==> src/rtl/life_pkg.sv <==
// Shared constants and helpers for the parametrised Game-of-Life array.
// Cell vectors are column-major: cell(r,c) lives at bit c*ROWS+r.
package life_pkg;

    localparam int EDGE_DEAD = 0;
    localparam int EDGE_WRAP = 1;
    localparam int NBR_W     = 4;

    function automatic int idx(input int r, input int c, input int rows);
        return c * rows + r;
    endfunction

endpackage

==> src/rtl/life_array_nxm_if.sv <==
// Host/readout bundle for life_array_nxm.
// The host drives the master side, the cell array implements the slave side.
interface life_array_nxm_if #(
    parameter int ROWS  = 4,
    parameter int COLS  = 4,
    parameter int GEN_W = 16
);
    localparam int RW = $clog2(ROWS);
    localparam int CW = $clog2(COLS);

    logic                 clear;
    logic                 write_enb;
    logic [RW-1:0]        row;
    logic [CW-1:0]        col;
    logic                 val;
    logic                 run;
    logic                 step;
    logic [ROWS*COLS-1:0] alive;
    logic [GEN_W-1:0]     gen_count;
    logic                 stable;
    logic                 osc2;
    logic                 extinct;

    modport master (
        output clear, write_enb, row, col, val, run, step,
        input  alive, gen_count, stable, osc2, extinct
    );

    modport slave (
        input  clear, write_enb, row, col, val, run, step,
        output alive, gen_count, stable, osc2, extinct
    );

endinterface

==> src/rtl/life_cell.sv <==
// One Game-of-Life cell: neighbour count, survival/birth rule, state flop.
// Control priority inside the cell is clear > write > advance > hold.
module life_cell
    import life_pkg::*;
(
    input  logic       i_clk,
    input  logic       i_rst_n,
    input  logic       i_clear,
    input  logic       i_wr,
    input  logic       i_val,
    input  logic       i_adv,
    input  logic [7:0] i_nbr,
    output logic       o_alive,
    output logic       o_next
);

    logic             r_alive;
    logic [NBR_W-1:0] w_cnt;

    always_comb begin
        w_cnt = '0;
        for (int k = 0; k < 8; k++) begin
            w_cnt = w_cnt + NBR_W'(i_nbr[k]);
        end
    end

    assign o_next = (w_cnt == NBR_W'(3)) |
                    (r_alive & (w_cnt == NBR_W'(2)));

    always_ff @(posedge i_clk or negedge i_rst_n) begin
        if (!i_rst_n) begin
            r_alive <= 1'b0;
        end else if (i_clear) begin
            r_alive <= 1'b0;
        end else if (i_wr) begin
            r_alive <= i_val;
        end else if (i_adv) begin
            r_alive <= o_next;
        end
    end

    assign o_alive = r_alive;

endmodule

==> src/rtl/life_array_nxm.sv <==
// ROWS x COLS Game-of-Life array with dead or toroidal edges,
// saturating generation counter and still/oscillator/extinct status.
module life_array_nxm
    import life_pkg::*;
#(
    parameter int ROWS  = 4,
    parameter int COLS  = 4,
    parameter int WRAP  = 0,
    parameter int GEN_W = 16
) (
    input  logic          clk,
    input  logic          reset,
    life_array_nxm_if.slave bus
);

    localparam int N  = ROWS * COLS;
    localparam int RW = $clog2(ROWS);
    localparam int CW = $clog2(COLS);

    logic [N-1:0]     w_alive;
    logic [N-1:0]     w_next;
    logic [N-1:0]     w_wsel;
    logic [N-1:0]     w_after_wr;
    logic             w_row_ok;
    logic             w_col_ok;
    logic             w_wr_ok;
    logic             w_adv;

    logic [N-1:0]     r_prev;
    logic [GEN_W-1:0] r_gen;
    logic             r_stable;
    logic             r_osc2;
    logic             r_seen;

    assign w_row_ok = {1'b0, bus.row} < (RW+1)'(ROWS);
    assign w_col_ok = {1'b0, bus.col} < (CW+1)'(COLS);
    assign w_wr_ok  = bus.write_enb & ~bus.clear & w_row_ok & w_col_ok;
    // Any write request, even out of range, blocks the advance.
    assign w_adv    = (bus.run | bus.step) & ~bus.write_enb & ~bus.clear;

    for (genvar r = 0; r < ROWS; r++) begin : g_r
        for (genvar c = 0; c < COLS; c++) begin : g_c
            localparam int I = idx(r, c, ROWS);
            logic [7:0] w_nbr;

            for (genvar k = 0; k < 8; k++) begin : g_k
                localparam int DR = (k < 3) ? -1 : (k < 5) ? 0 : 1;
                localparam int DC = (k == 0 || k == 3 || k == 5) ? -1 :
                                    (k == 1 || k == 6) ? 0 : 1;
                localparam int RR = r + DR;
                localparam int CC = c + DC;
                localparam int RM = (RR + ROWS) % ROWS;
                localparam int CM = (CC + COLS) % COLS;
                localparam bit INSIDE = (RR >= 0) && (RR < ROWS) &&
                                        (CC >= 0) && (CC < COLS);
                if (WRAP == EDGE_WRAP) begin : g_wrap
                    assign w_nbr[k] = w_alive[idx(RM, CM, ROWS)];
                end else if (INSIDE) begin : g_in
                    assign w_nbr[k] = w_alive[idx(RR, CC, ROWS)];
                end else begin : g_out
                    assign w_nbr[k] = 1'b0;
                end
            end

            assign w_wsel[I] = w_wr_ok &
                               (bus.row == RW'(r)) &
                               (bus.col == CW'(c));
            assign w_after_wr[I] = w_wsel[I] ? bus.val : w_alive[I];

            life_cell u_cell (
                .i_clk   (clk),
                .i_rst_n (reset),
                .i_clear (bus.clear),
                .i_wr    (w_wsel[I]),
                .i_val   (bus.val),
                .i_adv   (w_adv),
                .i_nbr   (w_nbr),
                .o_alive (w_alive[I]),
                .o_next  (w_next[I])
            );
        end
    end

    // r_seen marks that one advance has happened since the last load,
    // so osc2 can only rise from the second advance on.
    always_ff @(posedge clk or negedge reset) begin
        if (!reset) begin
            r_prev   <= '0;
            r_gen    <= '0;
            r_stable <= 1'b0;
            r_osc2   <= 1'b0;
            r_seen   <= 1'b0;
        end else if (bus.clear) begin
            r_prev   <= '0;
            r_gen    <= '0;
            r_stable <= 1'b0;
            r_osc2   <= 1'b0;
            r_seen   <= 1'b0;
        end else if (w_wr_ok) begin
            r_prev   <= w_after_wr;
            r_gen    <= '0;
            r_stable <= 1'b0;
            r_osc2   <= 1'b0;
            r_seen   <= 1'b0;
        end else if (w_adv) begin
            r_prev   <= w_alive;
            if (r_gen != '1) begin
                r_gen <= r_gen + 1'b1;
            end
            r_stable <= (w_next == w_alive);
            r_osc2   <= r_seen & (w_next == r_prev) &
                        (w_next != w_alive);
            r_seen   <= 1'b1;
        end
    end

    assign bus.alive     = w_alive;
    assign bus.gen_count = r_gen;
    assign bus.stable    = r_stable;
    assign bus.osc2      = r_osc2;
    assign bus.extinct   = ~|w_alive;

endmodule
==> src/flat_wrapper.sv <==
// flat-port wrapper written by rule: the top's interface ports become plain ports
module life_array_nxm_flat import life_pkg::*;
#(
    parameter int ROWS  = 4,
    parameter int COLS  = 4,
    parameter int WRAP  = 0,
    parameter int GEN_W = 16
)
  (clk, reset, bus_clear, bus_write_enb, bus_row, bus_col, bus_val, bus_run, bus_step, bus_alive, bus_gen_count, bus_stable, bus_osc2, bus_extinct);
  life_array_nxm_if #(.ROWS(ROWS), .COLS(COLS), .GEN_W(GEN_W)) bus_i ();
  input  logic clk;
  input  logic reset;
  input wire logic [$bits(bus_i.clear)-1:0] bus_clear;
  input wire logic [$bits(bus_i.write_enb)-1:0] bus_write_enb;
  input wire logic [$bits(bus_i.row)-1:0] bus_row;
  input wire logic [$bits(bus_i.col)-1:0] bus_col;
  input wire logic [$bits(bus_i.val)-1:0] bus_val;
  input wire logic [$bits(bus_i.run)-1:0] bus_run;
  input wire logic [$bits(bus_i.step)-1:0] bus_step;
  output wire logic [$bits(bus_i.alive)-1:0] bus_alive;
  output wire logic [$bits(bus_i.gen_count)-1:0] bus_gen_count;
  output wire logic [$bits(bus_i.stable)-1:0] bus_stable;
  output wire logic [$bits(bus_i.osc2)-1:0] bus_osc2;
  output wire logic [$bits(bus_i.extinct)-1:0] bus_extinct;
  assign bus_i.clear = bus_clear;
  assign bus_i.write_enb = bus_write_enb;
  assign bus_i.row = bus_row;
  assign bus_i.col = bus_col;
  assign bus_i.val = bus_val;
  assign bus_i.run = bus_run;
  assign bus_i.step = bus_step;
  assign bus_alive = bus_i.alive;
  assign bus_gen_count = bus_i.gen_count;
  assign bus_stable = bus_i.stable;
  assign bus_osc2 = bus_i.osc2;
  assign bus_extinct = bus_i.extinct;
  life_array_nxm #(.ROWS(ROWS), .COLS(COLS), .WRAP(WRAP), .GEN_W(GEN_W)) u_core (.clk(clk), .reset(reset), .bus(bus_i));
endmodule
==> config.mk <==
export PLATFORM = sky130hd
export DESIGN_NAME = life_array_nxm_flat
export DESIGN_NICKNAME = d
export VERILOG_FILES = /design/src/rtl/life_pkg.sv /design/src/rtl/life_array_nxm_if.sv /design/src/rtl/life_cell.sv /design/src/rtl/life_array_nxm.sv /design/src/flat_wrapper.sv
export SDC_FILE = /design/constraint.sdc
export NUM_CORES = 1
export LEC_CHECK = 0
export BUFFER_PORTS_ARGS = -buffer_cell sky130_fd_sc_hd__clkbuf_2
export CAP_MARGIN = 0
export CELL_PAD_IN_SITES_DETAIL_PLACEMENT = 2
export CELL_PAD_IN_SITES_GLOBAL_PLACEMENT = 2
export CORE_MARGIN = 5
export CORE_UTILIZATION = 35
export CTS_BUF_LIST = sky130_fd_sc_hd__clkbuf_8
export CTS_CLUSTER_DIAMETER = 60
export DETAILED_ROUTE_END_ITERATION = 8
export PLACE_DENSITY = 0.78
export SYNTH_ARGS = -nofsm -noshare
export SYNTH_HDL_FRONTEND = slang
export SYNTH_SLANG_ARGS = --single-unit
==> constraint.sdc <==
create_clock -name clk -period 9.7 [get_ports clk]
set_clock_uncertainty 0.1 [all_clocks]
set_input_delay 0.485 -clock clk [delete_from_list [all_inputs] [get_ports clk]]
set_output_delay 0.485 -clock clk [all_outputs]
set_load 0.03 [all_outputs]
Word-level counts from Yosys, hierarchy flattened:

Cells that the tools add are included.

* register bits after elaboration: 51
* latch bits: 0
* bits in writable memories: 0
* memory bits (read-only): 0
* input port bits: 11
* output and inout bits: 35
* logic and storage cells: 292
* memories kept: 0

* $add $sub $neg: 66
* $mul: 0
* divide/modulo/power cells: 0
* $lt $le $gt $ge: 0
* equality and inequality tests: 42
* shift-type cells: 0
* muxes and demuxes: 80
* bitwise operators: 60
* reductions and logical operators: 23

Operator list (count)
* 4-bit by 1-bit adder with 4-bit output: 30
* 16-bit two-way mux: 7
* 4-bit by 2-bit == test with 1-bit output, second input constant: 24
* 1-bit two-way mux: 73
* 3-bit nonzero test: 18
* 1-bit AND: 41
* 2-bit by 1-bit adder with 3-bit output: 13
* 3-bit by 1-bit adder with 4-bit output: 9
* 16-bit == test: 2
* 1-bit by 1-bit adder with 2-bit output: 13
* 3-bit by 2-bit == test with 1-bit output, second input constant: 8
* 1-bit bitwise OR: 17
* 16-bit by 1-bit adder with 16-bit output, second input constant: 1
* 16-bit != test: 1
* 16-bit != test, second input constant: 1
* 16-bit OR reduction: 1
* 2-bit == test, second input constant: 4
* 2-bit by 1-bit == test with 1-bit output, second input constant: 2
* 2-bit logical NOT: 2
* 1-bit inverter: 2
* 2-bit AND reduction: 1
* 1-bit logical NOT: 1

Depth between registers and ports, before layout:

Gate-level depths: netlist of run 1.

* depth in word-level cells: 16
* gate-level depth with buffers: 15

Modules after synthesis:

From an unflattened synthesis of run 1, not the netlist that was laid out.

* cell total of the unflattened synthesis: 619
* area total of the unflattened synthesis: 5839.4 um^2

Modules (own cells, without submodules)
* life_cell at u_core.g_r[0].g_c[0].u_cell ...: times used 15, cells each 23, area an instance 224.0 um^2
* life_array_nxm: times used 1, cells each 250, area an instance 2254.7 um^2
* life_cell at u_core.g_r[1].g_c[0].u_cell: times used 1, cells each 24, area an instance 225.2 um^2

Worst setup path before layout of run 1:

OpenSTA, ideal clock, no wires.

* kind: register -> register
* start: reg u_core.g_r[2].g_c[2].u_cell.r_alive
* end: reg u_core.r_osc2, in the netlist u_core.bus.osc2
* setup time: 121 ps
* arrival: 3959 ps
* setup slack: 5520 ps
* cell stages (with the launch flop): 13
* buffers on the path: 0
* clock period less this slack: 4180 ps
* cell sequence: dfrtp_1 -> inv_1 -> fa_1 -> fa_1 -> fa_1 -> inv_1 -> ha_1 -> fa_1 -> o21ai_1 -> a32o_1 -> a2111oi_2 -> nand4_1 -> a22o_1

* word-level cells in the longest chain between the ends: 13
* elaborated cells between the ends (all ways): 62
* those cells by class: add/sub: 21; eq/ne: 18; mux: 3; bitwise: 20

Ends and longest elaborated chain
* from (decl): line life_cell.sv:17 `logic r_alive;`
* from (signal assigned): line life_cell.sv:36 `r_alive <= i_val;`
* from (signal assigned): line life_cell.sv:38 `r_alive <= o_next;`
* 4-bit by 1-bit adder with 4-bit output or 1-bit by 1-bit adder with 2-bit output (tied branches): line life_cell.sv:23 `w_cnt = w_cnt + NBR_W'(i_nbr[k]);`
* 4-bit by 1-bit adder with 4-bit output or 2-bit by 1-bit adder with 3-bit output (tied branches): line life_cell.sv:23
* 4-bit by 1-bit adder with 4-bit output or 3-bit by 1-bit adder with 4-bit output (tied branches): line life_cell.sv:23
* 4-bit by 1-bit adder with 4-bit output: line life_cell.sv:23
* 4-bit by 2-bit == test with 1-bit output: line life_cell.sv:28 `(r_alive & (w_cnt == NBR_W'(2)));`
* 1-bit AND: line life_cell.sv:28
* 1-bit bitwise OR: line life_cell.sv:27 `assign o_next = (w_cnt == NBR_W'(3)) |`
* 16-bit == test: line life_array_nxm.sv:111 `r_osc2 <= r_seen & (w_next == r_prev) &`
* 1-bit AND: line life_array_nxm.sv:111
* 1-bit AND (*): line life_array_nxm.sv:111
* 1-bit two-way mux (*): line life_array_nxm.sv:105 `end else if (w_adv) begin`
* 1-bit two-way mux (*): line life_array_nxm.sv:99 `end else if (w_wr_ok) begin`
* 1-bit two-way mux (*): line life_array_nxm.sv:93 `end else if (bus.clear) begin`
* to (signal assigned): line life_array_nxm.sv:111
* to (decl): line life_array_nxm.sv:32 `logic r_osc2;`

Mark *: on every way between the ends. The rest lies on a longest branch, timed or not. The select of a mux whose other input is x is not followed.
A chain may end at the register's enable or synchronous reset.

Worst setup path in the final report of run 1:

* start: reg u_core.g_r[0].g_c[1].u_cell.r_alive
* end: reg u_core.r_osc2, in the netlist u_core.bus.osc2

* word-level cells in the longest chain between the ends: 16
* elaborated cells between the ends (all ways): 52
* those cells by class: add/sub: 23; eq/ne: 12; mux: 3; bitwise: 14

Ends and longest elaborated chain (line)
* from (decl): life_cell.sv:17
* from (signal assigned): life_cell.sv:36
* from (signal assigned): life_cell.sv:38
* 1-bit by 1-bit adder with 2-bit output: life_cell.sv:23
* 4-bit by 1-bit adder with 4-bit output or 2-bit by 1-bit adder with 3-bit output (tied branches): life_cell.sv:23
* 4-bit by 1-bit adder with 4-bit output or 3-bit by 1-bit adder with 4-bit output (tied branches): life_cell.sv:23
* 4-bit by 1-bit adder with 4-bit output (4 in a row): life_cell.sv:23
* 4-bit by 2-bit == test with 1-bit output: life_cell.sv:28
* 1-bit AND: life_cell.sv:28
* 1-bit bitwise OR: life_cell.sv:27
* 16-bit == test: life_array_nxm.sv:111
* 1-bit AND: life_array_nxm.sv:111
* 1-bit AND (*): life_array_nxm.sv:111
* 1-bit two-way mux (*): life_array_nxm.sv:105
* 1-bit two-way mux (*): life_array_nxm.sv:99
* 1-bit two-way mux (*): life_array_nxm.sv:93

Marks and branches as above.

==> impl_metrics.ini, run 1 <==
[run_status]
status = complete, no violations

[setup_path]
r2r_start = u_core.g_r[0].g_c[1].u_cell.o_alive
worstPathRequired_ps = 9880
path_class = register to register
cp.arrival_ps = 5120
cp-end-kind = register
path_max_fanout = 8
crit_chain = inv_1 > ha_1 > inv_1 > fa_1 > fa_1 > inv_1 > fa_1 > inv_1 > fa_1 > o21bai_1 > a211oi_1 > xor2_1 > nor4_1 > and4_1 > a22o_1
path_buf_inv = 4
slowest_delay_ps = 580
critPathTopFamily = adder cells
cp-start-kind = register
slowest_stage = dfrtp_1
cp-startpoint = u_core.g_r[0].g_c[1].u_cell.o_alive

[routing]
wl_per_cell_um = 22.2
route.antenna.remaining_nets = 0
totalWireLength_um = 16800
vias = 4229
drc_errors = 0
vias_per_cell = 5.59
drt_iter0_markers = 125
firstDrtPassIters = 4

[clocking]
postCtsSetupRepairBufs = 0
cts-resized-gates = 0
cts_hold_buffers = 0
cts_sinks = 51
cts-root-buf = clkbuf_8
cts_made_buffers = 5
cts_tree = built
cts_buffer_depth = 2
worstSkewPairLatency_ps = 340
clk_pin_slew_worst_paths_ps = 110
cts_htree_levels = 2

[logic_synthesis]
synth_nets = 627
synth_compound_area_share_pct = 14.1
syn_avg_cell_area_um2 = 8.78
yosys.cell_types.count = 55
yosys_warnings = 0
synth_edf_count = 0
synth_fa_ha_area_share_pct = 22.7
syn_area_um2 = 4830
synthSimpleGateAreaFrac_pct = 21.1
async_reset_ff_share_pct = 100
syn_inst = 550
ys_seq_area_share_pct = 26.4
synthXorXnorAreaFrac_pct = 3.26
synthFlopType = dfrtp_1
synth-seq-cells = 51
synth_top_family_by_area = adder cells
synth_mux_area_share_pct = 4.38

[timing]
slew_violations = 0
setup_tns_ps = 0
fin_hold_ws_ps = 159
timing.final.crit_share_pct = 51.0
setup_viol = 0
rsz0062_at_grt = false
slew_headroom_pct = 31.8
fmax_mhz = 202
tightest_slew_ps = 1020
period_needed_ps = 4950
hold_violations = 0

[power]
leakage_nw = 2.38
peakVddDrop_mv = 0.0655
power.share.sequential_pct = 48.5
power_density_nw_per_um2 = 86.2
p_int_mw = 0.314
pwr-share-clk_pct = 36.2
swShare_pct = 30.7
power_switching_mw = 0.139
p_comb_share_pct = 15.3

[placement]
gp_congestion = 0.871
dp_hpwl_um = 13200
port_buffers = 45

[die]
die_y_um = 127
rows = 43
initial_core_util_pct = 35.2
die_x_um = 127
num_io_pins = 46
dieArea_um2 = 16300
fp.coreArea_um2 = 13700

[layout]
syn2layout_area_growth_pct = 8.60
final_cell_mix = inv_1 (57), nor2_1 (51), dfrtp_1 (51)
drive_above_1_share_pct = 10.6
fillCellCount = 1567
final_common_cell = inv_1
diodes = 0
fin_nets = 653

[grt]
grt_max_degree = 52
antenna_found_initial = 0
grt_pass1_vias = 4969
grt_pass1_wl_um = 27400
grt_overflow = 0
globalRouteTotalUtil_pct = 21.9

[hold_path]
hold_path.class = primary input to async pin

[flow_run]
max-cap-violations = 0
path summary, 6_finish.rpt:
kind	to	slack (ps)	cells past startpoint
worst max-delay path	u_core.bus.osc2	4750	15
worst min-delay path	u_core.r_prev[8]	160	2
worst max register to register	u_core.bus.osc2	4750	15
worst min register to register	u_core.r_seen	430	2
max in group asynchronous	u_core.bus.stable	8860	2
min in group clk	u_core.r_seen	380	3
state kept, by name, summed over array words and instances (netlist names):
signal / count
u_core.g_r.g_c.u_cell.o_alive: 16
u_core.bus.stable: 1
u_core.r_prev: 16
u_core.bus.gen_count: 16
u_core.r_seen: 1
u_core.bus.osc2: 1
per-stage QoR:
stage               worst slack [ps]  utilization (%)  power (mW)  instance area, um2  cells
detailed placement              4870             37.4       0.293                5130    749
CTS                             4800             38.2       0.461                5250    757
finish                          4750             38.2       0.452                5250    757
global route                    4580             38.2       0.477                5250    757
floorplan                       5520                -       0.265                4830    550
global placement                5040             37.4       0.290                5130    749
logic make-up after synthesis:
kind of cell	Yosys count
xor gates and xnor gates	18
DFF	51
buffers and inverters	86
muxes	21
adders and majority gates	66
AOI/OAI and AO/OA	108
and+or+nand+nor	200
routing by layer:
layer | wire length [um] | GRT usage, % | up-vias
met5 | 0 | 0 | -
met1 | 7380 | 27.5 | 2239
met2 | 8500 | 38.2 | 55
met3 | 516 | 3.97 | 21
li1 | - | - | 1914
met4 | 408 | 6.56 | 0
cells in the mapped netlist, types with 2 or more instances:
master	count	area [um2]
nor4b_1	2	17.5
a211oi_1	4	30.0
buf_2	3	15.0
clkbuf_1	7	26.3
nor2_1	51	191
or3_1	10	62.6
nand2b_1	14	87.6
and4_1	4	35.0
o211ai_1	2	15.0
dfrtp_1	51	1280
nor3b_1	4	30.0
nor2b_1	8	50.1
fa_1	36	721
o21a_1	4	30.0
xor2_1	11	96.3
ha_1	30	375
nand4_1	12	75.1
inv_1	57	214
or2_1	2	12.5
and2_1	3	18.8
a2bb2oi_1	2	17.5
a22o_1	2	17.5
a21oi_1	31	155
nor4_1	3	18.8
o21ai_0	15	75.1
a211o_1	4	35.0
mux2i_1	20	200
buf_4	17	128
and3_1	4	25.0
o21ai_1	28	140
nand3_1	12	60.1
nor3_1	14	70.1
a32oi_1	2	17.5
a21boi_0	2	15.0
xnor2_1	7	61.3
nor4bb_1	3	30.0
nand2_1	49	184
and4b_1	3	30.0
worst register-to-register path: stages, from the launching register on:
cell and delay [ps]:
dfrtp_1 580, inv_1 230, ha_1 340, inv_1 130, fa_1 480, fa_1 570, inv_1 60, fa_1 470
inv_1 90, fa_1 430, o21bai_1 190, a211oi_1 400, xor2_1 160, nor4_1 310, and4_1 220, a22o_1 130
area by class of cell:
class	count	area (um2)	share of cell area (%)
inverters	58	218	4.15
clock inverters	3	47.5	0.906
multi-input cells	413	3170	60.4
flip-flops and latches	51	1280	24.3
repair buffers	47	240	4.58
well taps	180	225	4.29
clock buffers	5	68.8	1.31
power groups by stage:
stage                     registers [mW]  logic, mW  clock network [mW]
after floorplan                    0.224     0.0410                   0
after global placement             0.224     0.0664                   0
after detailed placement           0.224     0.0696                   0
after CTS                          0.220     0.0702               0.171
after global routing               0.220     0.0764               0.180
final                              0.220     0.0690               0.164
No activity file was read; power rests on OpenSTA's default activity.
==> inputs of run 2 (changes only) <==
--- a/config.mk
+++ b/config.mk
@@ -5,6 +5,7 @@
 export SDC_FILE = /design/constraint.sdc
 export NUM_CORES = 1
 export LEC_CHECK = 0
+export ABC_AREA = 1
 export BUFFER_PORTS_ARGS = -buffer_cell sky130_fd_sc_hd__clkbuf_2
 export CAP_MARGIN = 0
 export CELL_PAD_IN_SITES_DETAIL_PLACEMENT = 2
@@ -14,7 +15,7 @@
 export CTS_BUF_LIST = sky130_fd_sc_hd__clkbuf_8
 export CTS_CLUSTER_DIAMETER = 60
 export DETAILED_ROUTE_END_ITERATION = 8
-export PLACE_DENSITY = 0.78
+export PLACE_DENSITY = 0.82
 export SYNTH_ARGS = -nofsm -noshare
 export SYNTH_HDL_FRONTEND = slang
 export SYNTH_SLANG_ARGS = --single-unit
==> constraint.sdc (replaced) <==
create_clock -name clk -period 4.7 [get_ports clk]
set_clock_uncertainty 0.1 [all_clocks]
set_input_delay 0.235 -clock clk [delete_from_list [all_inputs] [get_ports clk]]
set_output_delay 0.235 -clock clk [all_outputs]
set_load 0.03 [all_outputs]
==> impl_metrics.ini, run 2 <==
[setup_path]
path_max_fanout = 8
crit_chain = inv_1 > fa_1 > fa_1 > fa_1 > inv_1 > ha_1 > fa_1 > o21ai_0 > nand2_1 > nand2_1 > nand2_1 > nor2_1 > nand3_1 > nand2_1 > nand2_1
slowest_stage = fa_1
slowest_delay_ps = 560
reg2regPathDepth = 15
cp.arrival_ps = 4530
rrSetupSlack_ps = 340
r2r_start = u_core.g_r[2].g_c[3].u_cell.o_alive
rr_endpoint = u_core.bus.osc2
cpMostUsedCell = nand2_1
path_class = register to register
critPathTopFamily = adder cells
path_buf_inv = 2
worstPathRequired_ps = 4860
cp-end-kind = register
cp-start-kind = register

[timing]
timing.final.crit_share_pct = 92.9
slew_headroom_pct = 50.4
setup_tns_ps = 0
tightest_slew_ps = 743
period_needed_ps = 4360
hold_violations = 0
rsz0062_at_grt = false
fmax_mhz = 229
slew_violations = 0
setup_viol = 0

[logic_synthesis]
yosysTopAreaCell = dfrtp_1
synthTopCellsByCount = nand2_1 (159), inv_1 (117), nor2_1 (70)
syn_area_um2 = 4950
yosysMostFrequentCell = nand2_1
syn_avg_cell_area_um2 = 7.35
async_reset_ff_share_pct = 100
yosys-top-cells-area = dfrtp_1 (26%), fa_1 (15%), nand2_1 (12%)
synth-seq-cells = 51
yosys.cell_types.count = 40
synthFlopType = dfrtp_1
synth_top_area_share_pct = 25.8
synth_nets = 751
syn_inst = 674
ys_seq_area_share_pct = 25.8
synth_edf_count = 0
yosys_warnings = 0

[placement]
gp_congestion = 0.880
dp_hpwl_um = 14700
port_buffers = 45

[power]
peakVddDrop_mv = 0.108
power_density_nw_per_um2 = 218
total_power_mw = 1.18
leakage_nw = 2.80

[grt]
grt_pass1_wl_um = 29900
grt_pass1_vias = 5513
grt_overflow = 0
globalRouteTotalUtil_pct = 23.7
grt_max_degree = 52
antenna_found_initial = 0

[die]
die_y_um = 129
rows = 43
initial_core_util_pct = 35.7
die_x_um = 129
dieArea_um2 = 16600
fp.coreArea_um2 = 13900
num_io_pins = 46

[hold_path]
hp-start = bus_write_enb
hold_end = u_core.bus.gen_count[3]
hold_path.class = primary input to register
hold_depth = 4

[clocking]
cts-root-buf = clkbuf_8
clk_pin_slew_worst_paths_ps = 130
cts_buffer_depth = 2
cts_sinks = 51
cts_htree_levels = 2
worstSkewPairLatency_ps = 360
cts_tree = built
cts-resized-gates = 0
cts_made_buffers = 5

[layout]
final_cell_mix = nand2_1 (159), inv_1 (117), nor2_1 (70)
diodes = 0
drive_above_1_share_pct = 11.2
syn2layout_area_growth_pct = 9.22
fin_nets = 788
final_common_cell = nand2_1

[routing]
totalWireLength_um = 18800
drt_iter0_markers = 168
vias = 4815
route.antenna.remaining_nets = 0
firstDrtPassIters = 4
drc_errors = 0
wl_per_cell_um = 21.1
vias_per_cell = 5.40

[run_status]
status = complete, no violations

[flow_run]
max-cap-violations = 0
==> run 2: cell type report <==
| class | count | area [um2] |
|---|---|---|
| Fill cell | 1705 | 8470 |
| Multi-Input combinational cell | 476 | 3040 |
| Sequential cell | 51 | 1280 |
| Inverter | 119 | 447 |
| Timing Repair Buffer | 58 | 325 |
| Tap cell | 180 | 225 |
| Clock buffer | 5 | 68.8 |
| Clock inverter | 3 | 27.5 |
==> run 2: cells by family after synthesis <==
logic type / count (synthesis) / synth area share, %
flip-flops: 51 / 25.8
adder cells (fa/ha/maj): 66 / 22.1
buffers and inverters: 147 / 12.9
XOR/XNOR: 5 / 0.884
AO/OA/AOI/OAI: 79 / 9.60
AND/OR/NAND/NOR: 326 / 28.8
==> run 2: metal layers <==
metal	track usage (%)	routed length (um)
met3	3.86	746
met2	42.4	9580
met1	28.0	7830
met5	0	0
met4	9.76	680
==> run 2: per-stage QoR <==
stage	cells	setup slack, ps	util (%)	hold slack (ps)	instance area (um2)
4_1_cts	892	358	39.0	136	5410
3_3_place_gp	883	597	38.2	334	5300
6_report	892	335	39.0	135	5410
5_1_grt	892	53.2	39.0	155	5410
2_1_floorplan	674	708	-	-161	4950
3_5_place_dp	883	393	38.2	336	5300
==> run 2: timing repair <==
action / in CTS / in global routing
buffers inserted: 0 / 0
hold endpoints to repair: 51 / 0
hold buffers: 1 / 0
==> run 2: how the worst max path moves through the flow <==
| stage | startpoint | end | slack (ps) | depth (start not counted) |
|---|---|---|---|---|
| finish | u_core.g_r[2].g_c[3].u_cell.o_alive | u_core.bus.osc2 | 340 | 15 |
| global route | u_core.g_r[2].g_c[3].u_cell.o_alive | u_core.bus.osc2 | 50 | 15 |
| detailed placement | u_core.g_r[1].g_c[1].u_cell.o_alive | u_core.bus.osc2 | 390 | 19 |
| floorplan | u_core.g_r[1].g_c[1].u_cell.o_alive | u_core.bus.osc2 | 710 | 18 |
| CTS | u_core.g_r[1].g_c[1].u_cell.o_alive | u_core.bus.osc2 | 360 | 19 |
| global placement | u_core.g_r[3].g_c[2].u_cell.o_alive | u_core.bus.osc2 | 600 | 16 |
==> run 2: worst register-to-register path, stage by stage, from the launching register on <==
cell and delay [ps]:
dfrtp_1 470, inv_1 340, fa_1 510, fa_1 550, fa_1 560, inv_1 50
ha_1 220, fa_1 390, o21ai_0 390, nand2_1 160, nand2_1 110, nand2_1 80
nor2_1 120, nand3_1 100, nand2_1 90, nand2_1 50
==> run 2: power by group <==
| part | internal (mW) | total [mW] | leakage (nW) | switching, mW |
|---|---|---|---|---|
| Sequential | 0.458 | 0.483 | 0.701 | 0.0251 |
| Combinational | 0.118 | 0.379 | 2.05 | 0.261 |
| Clock | 0.110 | 0.319 | 0.0463 | 0.208 |
| Total | 0.686 | 1.18 | 2.80 | 0.494 |
==> inputs of run 3 (changes only) <==
--- a/config.mk
+++ b/config.mk
@@ -10,8 +10,7 @@
 export CAP_MARGIN = 0
 export CELL_PAD_IN_SITES_DETAIL_PLACEMENT = 2
 export CELL_PAD_IN_SITES_GLOBAL_PLACEMENT = 2
-export CORE_MARGIN = 5
-export CORE_UTILIZATION = 35
+export CORE_UTILIZATION = 36
 export CTS_BUF_LIST = sky130_fd_sc_hd__clkbuf_8
 export CTS_CLUSTER_DIAMETER = 60
 export DETAILED_ROUTE_END_ITERATION = 8
==> impl_metrics.ini, run 3 (synthesis gave the netlist of run 2 again) <==
[clocking]
cts-resized-gates = 0
cts_tree = built
cts_sinks = 51
cts-root-buf = clkbuf_8
cts_hold_buffers = 1
cts_made_buffers = 5
cts_buffer_depth = 2
cts_htree_levels = 2
postCtsSetupRepairBufs = 0
clk_pin_slew_worst_paths_ps = 110
worstSkewPairLatency_ps = 350

[layout]
fin_nets = 787
final_cell_mix = nand2_1 (159), inv_1 (117), nor2_1 (70)
final_util_pct = 40.4
final_common_cell = nand2_1
syn2layout_area_growth_pct = 8.97
drive_above_1_share_pct = 11.1
diodes = 0

[power]
leakage_nw = 2.80
pwr-share-clk_pct = 26.6
power_switching_mw = 0.478
peakVddDrop_mv = 0.132
p_comb_share_pct = 32.2
power.share.sequential_pct = 41.2
power_density_nw_per_um2 = 218
total_power_mw = 1.17
swShare_pct = 40.7
p_int_mw = 0.696

[setup_path]
cp.arrival_ps = 4470
cpMostUsedCell = nand2_1
path_max_fanout = 8
cp-end-kind = register
rrSetupSlack_ps = 390
rr_endpoint = u_core.bus.osc2
r2r_start = u_core.g_r[2].g_c[3].u_cell.o_alive
slowest_delay_ps = 550
worstPathRequired_ps = 4860
crit_chain = inv_1 > fa_1 > fa_1 > fa_1 > inv_1 > ha_1 > fa_1 > o21ai_0 > nand2_1 > nand2_1 > nand2_1 > nor2_1 > nand3_1 > nand2_1 > nand2_1
cp-start-kind = register
endpoint = u_core.bus.osc2
cp-startpoint = u_core.g_r[2].g_c[3].u_cell.o_alive
path_class = register to register
reg2regPathDepth = 15
slowest_stage = fa_1

[routing]
vias_per_cell = 5.38
drt_iter0_markers = 158
firstDrtPassIters = 4
route.antenna.remaining_nets = 0
totalWireLength_um = 19000
wl_per_cell_um = 21.5
drc_errors = 0
vias = 4775

[die]
num_io_pins = 46
initial_core_util_pct = 37.1
fp.coreArea_um2 = 13300
rows = 42
die_x_um = 119
dieArea_um2 = 14200
die_y_um = 119

[grt]
grt_overflow = 0
gr-usage-met2_pct = 50.3
met1_usage_pct = 33.7
grt_pass1_wl_um = 30300
grt_use_met3_pct = 4.02
grt_max_degree = 52
antenna_found_initial = 0
grt_pass1_vias = 5470
gr-max-usage-layer = met2
globalRouteTotalUtil_pct = 28.6

[timing]
setup_viol = 0
slew_headroom_pct = 49.4
worst_slack_ps = 392
fin_hold_ws_ps = 150
period_needed_ps = 4310
timing.final.crit_share_pct = 91.7
fmax_mhz = 232
tightest_slew_ps = 757
setup_tns_ps = 0
rsz0062_at_grt = false
slew_violations = 0
hold_violations = 0

[placement]
pre_cts_ws_ps = 382
dp_hpwl_um = 14800
gp_congestion = 0.884
port_buffers = 45

[hold_path]
hold_depth = 4
hold_path.class = primary input to register

[flow_run]
max-cap-violations = 0

[run_status]
status = complete, no violations
## run 3: cell count changes in the layout (fill, tap and decap cells not counted)
cell        change
buf_4           -1
clkinv_4        -1
inv_6           +1
clkinvlp_4      -1
clkbuf_8        +1
clkinv_2        +1
inv_8           -1
## run 3: worst min-delay path by stage
stage | slack, ps | start | end
finish | 150 | bus_write_enb | u_core.bus.gen_count[3]
global route | 180 | bus_write_enb | u_core.bus.gen_count[3]
CTS | 150 | bus_write_enb | u_core.bus.gen_count[3]
detailed placement | 330 | reset | u_core.g_r[1].g_c[2].u_cell.o_alive
global placement | 330 | reset | u_core.g_r[1].g_c[2].u_cell.o_alive
floorplan | -160 | reset | u_core.bus.gen_count[0]
## run 3: layout make-up
cell class	instances	area, um2
Sequential cell	51	1280
Multi-Input combinational cell	476	3040
Fill cell	1628	7950
Timing Repair Buffer	57	318
Inverter	119	447
Clock buffer	6	82.6
Clock inverter	2	13.8
Tap cell	176	220
## run 3: through the flow
| stage | instance area, um2 | cells |
|---|---|---|
| floorplan | 4950 | 674 |
| global placement | 5290 | 878 |
| detailed placement | 5290 | 878 |
| CTS | 5400 | 887 |
| global route | 5400 | 887 |
| finish | 5400 | 887 |
## run 3: power groups by stage
| stage | clock [mW] | sequential [mW] | combinational (mW) |
|---|---|---|---|
| floorplan | 0 | 0.500 | 0.237 |
| global placement | 0 | 0.490 | 0.351 |
| detailed placement | 0 | 0.492 | 0.376 |
| CTS | 0.320 | 0.483 | 0.383 |
| global route | 0.330 | 0.487 | 0.422 |
| finish | 0.312 | 0.484 | 0.378 |
## run 3: layer usage
metal  wire [um]  vias up  part of all wire, %
li1            -     2205                    -
met1        7910     2416                   42
met2        9620      105                   51
met3         734       49                  3.9
met4         782        0                  4.1
met5           0        -                    0
## run 3: critical path: cells and delay by family, from the launching register on
kind                       cells  cell delay [ps]
AOI/OAI and AO/OA              1              400
DFF                            1              470
adders and majority gates      5             2180
and+or+nand+nor                7              650
buffers and inverters          2              420
